## src/rtl/td4_prog_loader_pkg.sv

```systemverilog
// Shared definitions for the TD4 program loader and the core that fetches from it.
package td4_prog_loader_pkg;

  localparam int TD4_DEPTH = 16;
  localparam int TD4_AW    = 4;
  localparam int TD4_DW    = 8;

  typedef enum logic [2:0] {
    ST_IDLE  = 3'd0,
    ST_LOAD  = 3'd1,
    ST_CHECK = 3'd2,
    ST_RUN   = 3'd3,
    ST_ERROR = 3'd4
  } loader_state_e;

  // States in which the loader is consuming bytes from the stream.
  function automatic logic accepts_bytes(input loader_state_e st);
    return (st == ST_LOAD) || (st == ST_CHECK);
  endfunction

endpackage

```

## src/rtl/td4_prog_mem.sv

```systemverilog
// TD4 instruction memory: one synchronous write port, one combinational read port.
module td4_prog_mem #(
  parameter int DEPTH = 16,
  parameter int AW    = 4,
  parameter int DW    = 8
) (
  input  logic          clock,
  input  logic          we,
  input  logic [AW-1:0] waddr,
  input  logic [DW-1:0] wdata,
  input  logic [AW-1:0] raddr,
  output logic [DW-1:0] rdata
);

  logic [DW-1:0] mem_r [DEPTH];

  // Write port; contents deliberately survive reset.
  always_ff @(posedge clock) begin
    if (we) begin
      mem_r[waddr] <= wdata;
    end
  end

  assign rdata = mem_r[raddr];

endmodule

```

## src/rtl/td4_prog_loader.sv

```systemverilog
// Streams a program into the TD4 instruction memory, checks the trailing
// checksum and releases the core once the image has been accepted.
module td4_prog_loader
  import td4_prog_loader_pkg::*;
#(
  parameter int DEPTH       = TD4_DEPTH,
  parameter int AW          = TD4_AW,
  parameter int DW          = TD4_DW,
  parameter bit CHECKSUM_EN = 1'b1
) (
  input  logic          clock,
  input  logic          reset,
  input  logic          load_start,
  input  logic          in_valid,
  input  logic [DW-1:0] in_data,
  output logic          in_ready,
  input  logic [AW-1:0] rd_addr,
  output logic [DW-1:0] rd_data,
  output logic          core_run,
  output logic          busy,
  output logic          done,
  output logic          err
);

  localparam logic [AW-1:0] LAST_PTR = AW'(DEPTH - 1);

  loader_state_e state_r, next_state_s;
  logic [AW-1:0] wr_ptr_r, wr_ptr_s;
  logic [DW-1:0] sum_r, sum_s, check_sum_s;
  logic          we_s, fire_s;
  logic          in_ready_r, busy_r, core_run_r, done_r, err_r;

  assign fire_s      = in_valid & in_ready_r;
  assign check_sum_s = sum_r + in_data;

  // State, write pointer and running checksum registers.
  always_ff @(posedge clock or posedge reset) begin
    if (reset) begin
      state_r  <= ST_IDLE;
      wr_ptr_r <= {AW{1'b0}};
      sum_r    <= {DW{1'b0}};
    end else begin
      state_r  <= next_state_s;
      wr_ptr_r <= wr_ptr_s;
      sum_r    <= sum_s;
    end
  end

  // Next-state logic; load_start outranks any byte presented in the same cycle.
  always_comb begin
    next_state_s = state_r;
    wr_ptr_s     = wr_ptr_r;
    sum_s        = sum_r;
    we_s         = 1'b0;
    if (load_start) begin
      next_state_s = ST_LOAD;
      wr_ptr_s     = {AW{1'b0}};
      sum_s        = {DW{1'b0}};
    end else begin
      case (state_r)
        ST_LOAD: begin
          if (fire_s) begin
            we_s     = 1'b1;
            sum_s    = check_sum_s;
            wr_ptr_s = wr_ptr_r + AW'(1);
            if (wr_ptr_r == LAST_PTR) begin
              if (CHECKSUM_EN) begin
                next_state_s = ST_CHECK;
              end else begin
                next_state_s = ST_RUN;
              end
            end else begin
              next_state_s = ST_LOAD;
            end
          end else begin
            next_state_s = ST_LOAD;
          end
        end
        ST_CHECK: begin
          if (fire_s) begin
            if (check_sum_s == {DW{1'b0}}) begin
              next_state_s = ST_RUN;
            end else begin
              next_state_s = ST_ERROR;
            end
          end else begin
            next_state_s = ST_CHECK;
          end
        end
        ST_IDLE, ST_RUN, ST_ERROR: next_state_s = state_r;
        default:                   next_state_s = ST_IDLE;
      endcase
    end
  end

  // Status flops track the state being entered, so they change on the same edge.
  always_ff @(posedge clock or posedge reset) begin
    if (reset) begin
      in_ready_r <= 1'b0;
      busy_r     <= 1'b0;
      core_run_r <= 1'b0;
      done_r     <= 1'b0;
      err_r      <= 1'b0;
    end else begin
      in_ready_r <= accepts_bytes(next_state_s);
      busy_r     <= accepts_bytes(next_state_s);
      core_run_r <= (next_state_s == ST_RUN);
      done_r     <= (next_state_s == ST_RUN);
      err_r      <= (next_state_s == ST_ERROR);
    end
  end

  assign in_ready = in_ready_r;
  assign busy     = busy_r;
  assign core_run = core_run_r;
  assign done     = done_r;
  assign err      = err_r;

  td4_prog_mem #(
    .DEPTH (DEPTH),
    .AW    (AW),
    .DW    (DW)
  ) u_mem (
    .clock (clock),
    .we    (we_s),
    .waddr (wr_ptr_r),
    .wdata (in_data),
    .raddr (rd_addr),
    .rdata (rd_data)
  );

endmodule

```

## config.mk

```make
export PLATFORM = sky130hd
export DESIGN_NAME = td4_prog_loader
export DESIGN_NICKNAME = d
export VERILOG_FILES = /design/src/rtl/td4_prog_loader_pkg.sv /design/src/rtl/td4_prog_mem.sv /design/src/rtl/td4_prog_loader.sv
export SDC_FILE = /design/constraint.sdc
export NUM_CORES = 1
export LEC_CHECK = 0
export CAP_MARGIN = 20
export CORE_MARGIN = 5
export CORE_UTILIZATION = 40
export DETAILED_ROUTE_END_ITERATION = 8
export REMOVE_ABC_BUFFERS = 1
export SLEW_MARGIN = 20
export SYNTH_ARGS = -nofsm -noshare
export SYNTH_HDL_FRONTEND = slang
export SYNTH_SLANG_ARGS = --single-unit
export TNS_END_PERCENT = 20
```

## constraint.sdc

```tcl
create_clock -name clock -period 4.7 [get_ports clock]
set_input_delay 1.41 -clock clock [delete_from_list [all_inputs] [get_ports clock]]
set_output_delay 1.41 -clock clock [all_outputs]
set_load 0.005 [all_outputs]
```

==> qor.txt, run 1 <==
outcome - finished, final reports clean
vias in the first global route - 3409
layout net count - 426
gpl congestion - 0.842
First-pass DRT Iterations - 4
worst endpoint required time - 3.29 ns
post-synth top area share - 63.0%
CP endpoint kind - output port
Hold Violations, Final - 0
crit-path cells - buf_4, buf_12, mux4_2, mux4_2, clkdlybuf4s50_1
Hold EP - sum_r[5]
worst-path fanout max - 14
library cells used by synthesis - 35
post-synthesis sequential area ratio - 70.3%
largest net degree at the start of global routing - 20
hold_ws - 0.526 ns
Final period util - 98.3%
Worst R2R End - state_r[1]
Clock transition at path regs - 0.06 ns
Vias - 3203
IO Pins - 29
vias per cell - 5.35
Routed wire per std cell - 21.9 µm
core area - 15100 µm²
First DRT Iteration DRCs - 323
Pins Over Slew Limit - 0
clk root buf - clkbuf_16
Synth Area in Simple Gates - 5.43%
Cell Count, Final, Fillers Out - 599
Worst Setup Path Type - in -> out
Clock Latency Late Sink - 0.41 ns
RSZ-0062 raised after global routing - no
critical path's most frequent cell - mux4_2
initial antenna violation count - 0
skew final - 0.00714 ns
post-synthesis compound-gate area fraction - 4.04%
placed instance count - 566
Max VDD drop - 0.247 mV
PortBufs - 28
worst min-delay path category - reg -> reg
H-Tree Depth - 4
Fmax - 217 MHz
Leakage - 2.56 nW
post-synthesis mux area share - 14.8%
synthesized area per cell - 18.4 µm²
Worst-Margin Slew - 0.690 ns
Die ar. - 17800 µm²
Power Total - 2.97 mW
Synth area leader - edfxtp_1
Post-DP HPWL - 8550 µm
crit path from - rd_addr[0]
Layout area overhead - 22.5%
hold_sp - sum_r[5]
FP Rows - 45
Post-Route Utilization - 49.6%
Synth Area in XOR/XNOR - 1.29%
critical path launch point type - input pin
Warnings, synthesis - 0
DP Area - 6870 µm²
TritonCTS clock tree - done
final setup violation count - 0
layout cells sized above 1 - 28.2%
clock sink count - 146
die width - 134 µm
adder-cell share of the synthesized area - 2.58%
post-route cell area - 7480 µm²
Final ANT Viol Nets - 0
Initial Utilization - 40.5%
post-synthesis cell area - 6110 µm²
die height - 134 µm
global route overflow - 0
number of diodes - 0
Post-Synthesis Cells - 331
Area contributors post-synth - edfxtp_1 63%, mux4_2 15%, dfrtp_1 7.4%
synthesis-stage register bit count - 146
Hold Path Depth - 2
Worst R2R Setup Slack - 2.23 ns
max_slew headroom - 54.0%
Max-Cap Viols - 0
GRT Util Overall - 16.0%
total CTS buffers - 17
DRC viols - 0
crit path DAT - 3.21 ns
reg2reg start - sum_r[0]
slowest stage delay, CP - 0.52 ns
largest family of logic cells by synthesized area - multiplexers
postcts setup bufs - 0
pwr dens - 397 nW/µm²
Worst R2R Path Depth - 8
Crit-path slowest cell - mux4_2
first-pass GRT wire length - 20400 µm
min cycle time layout - 4.62 ns
clk buf depth - 2
final WL - 13100 µm
-- how the worst max path moves through the flow --
stage	to	slack [ns]
3_5_place_dp	rd_data[1]	-0.21
3_3_place_gp	rd_data[1]	-0.20
6_report	rd_data[5]	0.08
4_1_cts	rd_data[1]	0.03
2_1_floorplan	rd_data[0]	0.94
5_1_grt	rd_data[2]	0.006
-- cells by family after synthesis --
kind of cell,count (synthesis)
flip-flops,146
AND/OR/NAND/NOR,72
multiplexers,40
AO/OA/AOI/OAI,30
buffers and inverters,22
adder cells (fa/ha/maj),12
XOR/XNOR,9
-- metal layers --
metal / GRT usage, % / wire (µm) / vias to the layer above / share of wire, %
met5: 0 / 0 / - / 0
met4: 4.29 / 40 / 0 / 0.30
met3: 4.80 / 884 / 2 / 6.7
met2: 25.7 / 6670 / 101 / 51
met1: 21.5 / 5540 / 1644 / 42
li1: - / - / 1456 / -
-- synthesized netlist by cell type, drive strengths merged --
cell type / instances
a2111oi: 1
a211oi: 4
a21oi: 14
a32o: 2
a32oi: 1
and2: 1
buf: 10
clkbuf: 7
dfrtp: 18
edfxtp: 128
fa: 1
ha: 11
inv: 5
mux4: 40
nand2: 24
nand2b: 4
nand3: 3
nand4: 2
nor2: 29
nor2b: 2
nor3: 5
nor3b: 1
nor4: 1
o21ai: 4
o21bai: 2
o31ai: 1
o41ai: 1
xnor2: 3
xor2: 6
-- repair_timing --
item / in CTS / in global routing
setup endpoints to repair: 8 / 1
hold buffers: 0 / 0
cloned: 1 / 0
gates resized for setup: 4 / 1
-- layout by cell type, fill, tap and decap left out, types with 2 or more instances in the layout --
| master | netlist | routed |
|---|---|---|
| buf_12 | 0 | 5 |
| ha_1 | 11 | 11 |
| dfrtp_1 | 18 | 18 |
| edfxtp_1 | 128 | 128 |
| inv_6 | 0 | 2 |
| xor2_1 | 6 | 6 |
| clkinv_2 | 0 | 2 |
| clkinv_4 | 0 | 2 |
| inv_1 | 5 | 5 |
| a21oi_1 | 14 | 14 |
| clkinv_1 | 0 | 3 |
| xnor2_1 | 3 | 3 |
| nor2_1 | 29 | 29 |
| a32o_1 | 2 | 2 |
| buf_4 | 2 | 32 |
| nand3_1 | 2 | 2 |
| a211oi_1 | 2 | 2 |
| nor3_1 | 5 | 5 |
| a211oi_2 | 2 | 2 |
| mux4_2 | 40 | 40 |
| bufinv_16 | 0 | 2 |
| nor2b_1 | 2 | 2 |
| o21bai_1 | 2 | 2 |
| clkinvlp_4 | 0 | 3 |
| clkdlybuf4s50_1 | 0 | 25 |
| clkbuf_16 | 0 | 17 |
| o21ai_0 | 4 | 4 |
| nand2b_1 | 4 | 4 |
| nand2_1 | 23 | 23 |
-- worst max-delay path, delay by kind of cell --
kind                   cells  cell delay, ns
buffers and inverters      3            0.78
multiplexers               2            1.01
-- report_power, final --
part           internal [mW]  total [mW]  switching (mW)
sequential              1.43        1.44         0.00910
clock                  0.777        1.29           0.512
combinational          0.116       0.240           0.124
-- state kept, by name, indices dropped and copies added, names as in the netlist --
register and flops:
sum_r 8, state_r 3, done 1, u_mem.mem_r 128, busy 1, wr_ptr_r 4
err 1
-- final cells by class --
class,count,area (µm²)
fill,1236,7610
sequential,146,4290
multi-input combinational,163,1720
timing repair buffer,65,647
clock buffer,18,429
tap,188,235
clock inverter,14,139
inverter,5,18.8
-- through the flow --
step	setup slack [ns]	TNS, ns
floorplan	0.944	0
detailed placement	-0.205	-1.42
global route	0.00645	0
global placement	-0.198	-1.33
finish	0.0818	0
CTS	0.0310	0
Power figures use the tool's default switching activity.
==> run 2, diff against run 1 <==
--- a/config.mk
+++ b/config.mk
@@ -8,6 +8,7 @@
 export CAP_MARGIN = 20
 export CORE_MARGIN = 5
 export CORE_UTILIZATION = 40
+export CTS_BUF_LIST = sky130_fd_sc_hd__clkbuf_4
 export DETAILED_ROUTE_END_ITERATION = 8
 export REMOVE_ABC_BUFFERS = 1
 export SLEW_MARGIN = 20
==> constraint.sdc (replaced) <==
create_clock -name clock -period 4.7 [get_ports clock]
set_input_delay 1.41 -clock clock [delete_from_list [all_inputs] [get_ports clock]]
set_output_delay 1.41 -clock clock [all_outputs]
set_load 0.02 [all_outputs]
==> qor.txt, run 2 (synthesis results as in run 1) <==
Net Sw Frac - 23.8%
Power Total - 2.52 mW
GRT Util Overall - 15.2%
top flop regs - u_mem.mem_r x128, sum_r x8, wr_ptr_r x4
total CTS buffers - 17
slack of the critical path - 0.113 ns
Vias - 3240
layout net count - 427
Final period util - 97.6%
layout cells sized above 1 - 29.1%
Hold Violations, Final - 0
Storage cell area - 4290 µm²
commonest non-fill, non-tap cells in the layout - 128 x edfxtp_1, 40 x mux4_2, 34 x buf_4, 29 x nor2_1, 23 x nand2_1
Comb pwr share - 9.5%
clk buf depth - 2
Clock Latency Late Sink - 0.53 ns
outcome - finished, final reports clean
IO Pins - 29
Final ANT Viol Nets - 0
critical path launch point type - input pin
vias per cell - 5.40
Die ar. - 17800 µm²
first-pass GRT wire length - 19800 µm
final setup violation count - 0
worst-path fanout max - 16
number of diodes - 0
Max VDD drop - 0.161 mV
skew final - 0.0166 ns
Reg power frac - 57.1%
First-pass DRT Iterations - 4
hold_ws - 0.535 ns
core area - 15100 µm²
crit path DAT - 3.18 ns
PortBufs - 28
initial antenna violation count - 0
Clock Power Share - 33.5%
gpl congestion - 0.789
global route overflow - 0
TritonCTS clock tree - done
worst min-delay path category - reg -> reg
Pins Over Slew Limit - 0
clock sink count - 146
leading cell type in the layout, fill and taps excluded - edfxtp_1
Worst-Margin Slew - 0.697 ns
max_slew headroom - 53.5%
Clock transition at path regs - 0.12 ns
post-route cell area - 7190 µm²
RSZ-0062 raised after global routing - no
die width - 134 µm
Leakage - 2.46 nW
Initial Utilization - 40.5%
clk root buf - clkbuf_4
vias in the first global route - 3387
worst endpoint required time - 3.29 ns
area occupied by multi-input gates - 1720 µm²
FP Rows - 45
DP Area - 6850 µm²
Internal Pwr Total - 1.92 mW
min cycle time layout - 4.59 ns
Worst Setup Path Type - in -> out
largest reg by FF count - u_mem.mem_r
Max-Cap Viols - 0
Fill cells - 1319
Hold Buf Count CTS - 0
final setup TNS - 0 ns
largest net degree at the start of global routing - 20
DRC viols - 0
H-Tree Depth - 4
Fmax - 218 MHz
final WL - 12600 µm
pwr dens - 350 nW/µm²
Post-DP HPWL - 8510 µm
die height - 134 µm
Post-Route Utilization - 47.7%
sw power - 598 µW
Cell Count, Final, Fillers Out - 600
max FFs per register - 128
pre-CTS setup slack - -0.321 ns
Layout area overhead - 17.8%
CP endpoint kind - output port
placed instance count - 567
Routed wire per std cell - 21.1 µm
First DRT Iteration DRCs - 216
[run 2: power groups by stage]
stage               sequential, mW  clock [mW]  combinational (mW)
detailed placement            1.46           0               0.243
CTS                           1.44       0.869               0.242
floorplan                     1.46           0               0.138
global placement              1.46           0               0.240
global route                  1.44       0.923               0.262
finish                        1.44       0.842               0.238
[run 2: worst paths after layout]
check	startpoint	cells past startpoint	end	slack (ns)
min in group asynchronous	reset	2	sum_r[1]	1.29
setup reg to reg	sum_r[0]	8	state_r[1]	2.20
hold / removal	sum_r[0]	2	sum_r[0]	0.53
setup / recovery	rd_addr[1]	5	rd_data[2]	0.11
max in group asynchronous	reset	2	wr_ptr_r[3]	2.97
hold reg to reg	sum_r[0]	2	sum_r[0]	0.53
[run 2: layer usage]
metal / vias to the layer above / part of all wire [%] / GRT usage (%) / wire (µm)
met1: 1674 / 45 / 21.5 / 5670
met5: - / 0 / 0 / 0
met2: 108 / 48 / 23.3 / 6090
met3: 11 / 5.7 / 3.97 / 726
met4: 0 / 1.3 / 4.29 / 160
li1: 1447 / - / - / -
[run 2: layout make-up]
class	instances	area share [%]
sequential	146	59.7
multi-input combinational	163	23.9
timing repair buffer	66	8.53
tap	188	3.27
clock inverter	14	2.49
clock buffer	18	1.88
inverter	5	0.261
[run 2: what timing repair did]
action,CTS,global route
buffers inserted,0,0
cloned,1,0
gates resized for setup,9,1
hold endpoints to repair,0,0
setup endpoints to repair,8,1
[run 2: critical path: stages]
cell             delay [ns]
clkdlybuf4s15_1        0.29
bufbuf_16              0.35
mux4_2                 0.30
mux4_2                 0.48
dlygate4sd2_1          0.34
==> run 3, diff against run 2 <==
--- a/config.mk
+++ b/config.mk
@@ -5,6 +5,7 @@
 export SDC_FILE = /design/constraint.sdc
 export NUM_CORES = 1
 export LEC_CHECK = 0
+export ABC_CLOCK_PERIOD_IN_PS = 4700
 export CAP_MARGIN = 20
 export CORE_MARGIN = 5
 export CORE_UTILIZATION = 40
@@ -14,5 +15,6 @@
 export SLEW_MARGIN = 20
 export SYNTH_ARGS = -nofsm -noshare
 export SYNTH_HDL_FRONTEND = slang
+export SYNTH_HIERARCHICAL = 1
 export SYNTH_SLANG_ARGS = --single-unit
 export TNS_END_PERCENT = 20
==> constraint.sdc (replaced) <==
create_clock -name clock -period 4.7 [get_ports clock]
set_input_delay 1.41 -clock clock [delete_from_list [all_inputs] [get_ports clock]]
set_output_delay 1.41 -clock clock [all_outputs]
set_load 0.05 [all_outputs]
==> qor.txt, run 3 <==
post-synthesis mux area share - 13.5%
number of diodes - 0
adder-cell share of the synthesized area - 1.93%
area occupied by multi-input gates - 1800 µm²
max FFs per register - 128
synthesized area per cell - 17.9 µm²
Hold Buf Count CTS - 0
Hold EP - sum_r[6]
layout cells sized above 1 - 22.8%
Leakage - 2.46 nW
library cells used by synthesis - 54
largest reg by FF count - u_mem/mem_r
crit path DAT - 3.13 ns
Layout area overhead - 13.7%
GRT Util Overall - 14.8%
Vias - 3328
Max-Cap Viols - 0
PortBufs - 28
Post-synth EDFFs - 128
Post-Synthesis Cells - 348
clock sink count - 146
Pins Over Slew Limit - 0
worst endpoint required time - 3.29 ns
synthesis-stage register bit count - 146
post-CTS sizing - 0
Final ANT Viol Nets - 0
die height - 135 µm
TritonCTS clock tree - done
Final period util - 96.6%
clk buf depth - 2
die width - 135 µm
Synth Area in XOR/XNOR - 0.702%
Warnings, synthesis - 6
Worst R2R End - err
Async SR Flop Fraction - 12.3%
layout net count - 429
commonest non-fill, non-tap cells in the layout - 128 x edfxtp_1, 31 x nor2_1, 30 x buf_4, 19 x clkdlybuf4s50_1
most common cell in the netlist - edfxtp_1
post-synthesis cell area - 6240 µm²
Synth Flop Type - edfxtp_1
Fmax - 220 MHz
skew final - 0.0188 ns
CP endpoint kind - output port
Worst-Margin Slew - 0.855 ns
pwr dens - 342 nW/µm²
post-synthesis compound-gate area fraction - 5.94%
total CTS buffers - 17
Worst R2R Setup Slack - 2.12 ns
post-synth top area share - 61.6%
critical path launch point type - input pin
H-Tree Depth - 4
largest net degree at the start of global routing - 33
Post-synth top cells - 128 x edfxtp_1, 31 x nor2_1, 18 x dfrtp_1, 18 x mux4_2, 17 x a22oi_1
DRC viols - 0
final WL - 12600 µm
First DRT Iteration DRCs - 222
largest family of logic cells by synthesized area - multiplexers
vias in the first global route - 3421
core area - 15300 µm²
Die ar. - 18200 µm²
Post-DP HPWL - 8530 µm
min cycle time layout - 4.54 ns
max_slew headroom - 42.8%
reg2reg start - sum_r[0]
clk root buf - clkbuf_4
FP Rows - 45
Synth Area in Simple Gates - 6.76%
Worst Setup Path Type - in -> out
Worst R2R Path Depth - 8
post-synthesis sequential area ratio - 68.8%
Area contributors post-synth - edfxtp_1 62%, dfrtp_1 7.2%, mux4_2 6.5%
IO Pins - 29
First-pass DRT Iterations - 4
Initial Utilization - 40.9%
crit path from - rd_addr[3]
DP Area - 6850 µm²
top flop regs - u_mem/mem_r x128, sum_r x8, wr_ptr_r x4
final setup violation count - 0
RSZ-0062 raised after global routing - no
first-pass GRT wire length - 19900 µm
worst-path fanout max - 8
outcome - finished, final reports clean
Clock Latency Late Sink - 0.52 ns
postcts setup bufs - 0
vias per cell - 5.30
Synth area leader - edfxtp_1
worst min-delay path category - reg -> reg
post-route cell area - 7090 µm²
Hold Path Depth - 2
Routed wire per std cell - 20.0 µm
Fill cells - 1328
Max VDD drop - 0.146 mV
global route overflow - 0
gpl congestion - 0.776
leading cell type in the layout, fill and taps excluded - edfxtp_1
Storage cell area - 4290 µm²
Hold Violations, Final - 0
Clock transition at path regs - 0.10 ns
initial antenna violation count - 0
final setup TNS - 0 ns
hold_sp - sum_r[6]
[run 3: cell types whose count changed after synthesis, moves of 6 or more]
cell and delta:
mux4_1 +14, mux2i_1 +7, mux4_2 -22, a21oi_1 -9
clkbuf_1 -6, nand2_1 -10, a22oi_1 +17
[run 3: how the worst max path moves through the flow]
stage | endpoint | slack (ns) | cells after the start
2_1_floorplan | rd_data[0] | 0.87 | 3
3_3_place_gp | rd_data[4] | 0.17 | 5
3_5_place_dp | rd_data[3] | 0.16 | 6
4_1_cts | rd_data[3] | 0.16 | 6
5_1_grt | rd_data[4] | 0.06 | 5
6_report | rd_data[4] | 0.16 | 5
[run 3: layout make-up]
cell class / count / area share, %
Tap cell: 211 / 3.72
Clock buffer: 18 / 1.90
Multi-Input combinational cell: 181 / 25.4
Sequential cell: 146 / 60.5
Clock inverter: 14 / 1.60
Inverter: 6 / 0.317
Timing Repair Buffer: 52 / 6.49
[run 3: routing by layer]
| metal | GRT usage [%] | vias up | part of all wire [%] |
|---|---|---|---|
| met5 | 0 | - | 0 |
| met4 | 4.86 | 0 | 0.83 |
| met3 | 3.54 | 8 | 3.9 |
| met2 | 23.3 | 66 | 49 |
| met1 | 20.2 | 1732 | 47 |
| li1 | - | 1522 | - |
[run 3: critical path, stage by stage]
cell             delay [ns]
clkdlybuf4s50_1        0.52
nor2b_1                0.61
a22oi_1                0.27
nand2_1                0.11
buf_4                  0.20
[run 3: kinds of logic (layout without fill, tap and decap cells)]
logic type	Yosys count	count (layout)
flops	146	146
mux	39	39
buf+inv	21	90
fa+ha+maj	9	9
simple gates	83	83
compound gates	45	45
xor+xnor	5	5
[run 3: per-stage QoR]
stage               power, mW  util, %  cells  hold WS (ns)  setup WS, ns
floorplan                1.64        -    333         0.491         0.871
finish                   2.42     46.5    628         0.543         0.159
CTS                      2.45     46.5    628         0.547         0.162
global placement         1.74     44.9    596         0.514         0.167
global route             2.53     46.5    628         0.578        0.0618
detailed placement       1.75     44.9    596         0.522         0.162
[run 3: report_power, final]
group | switching [mW] | leakage, nW | internal [mW]
logic | 0.166 | 0.942 | 0.113
registers | 0.0117 | 1.39 | 1.43
clock network | 0.440 | 0.131 | 0.264
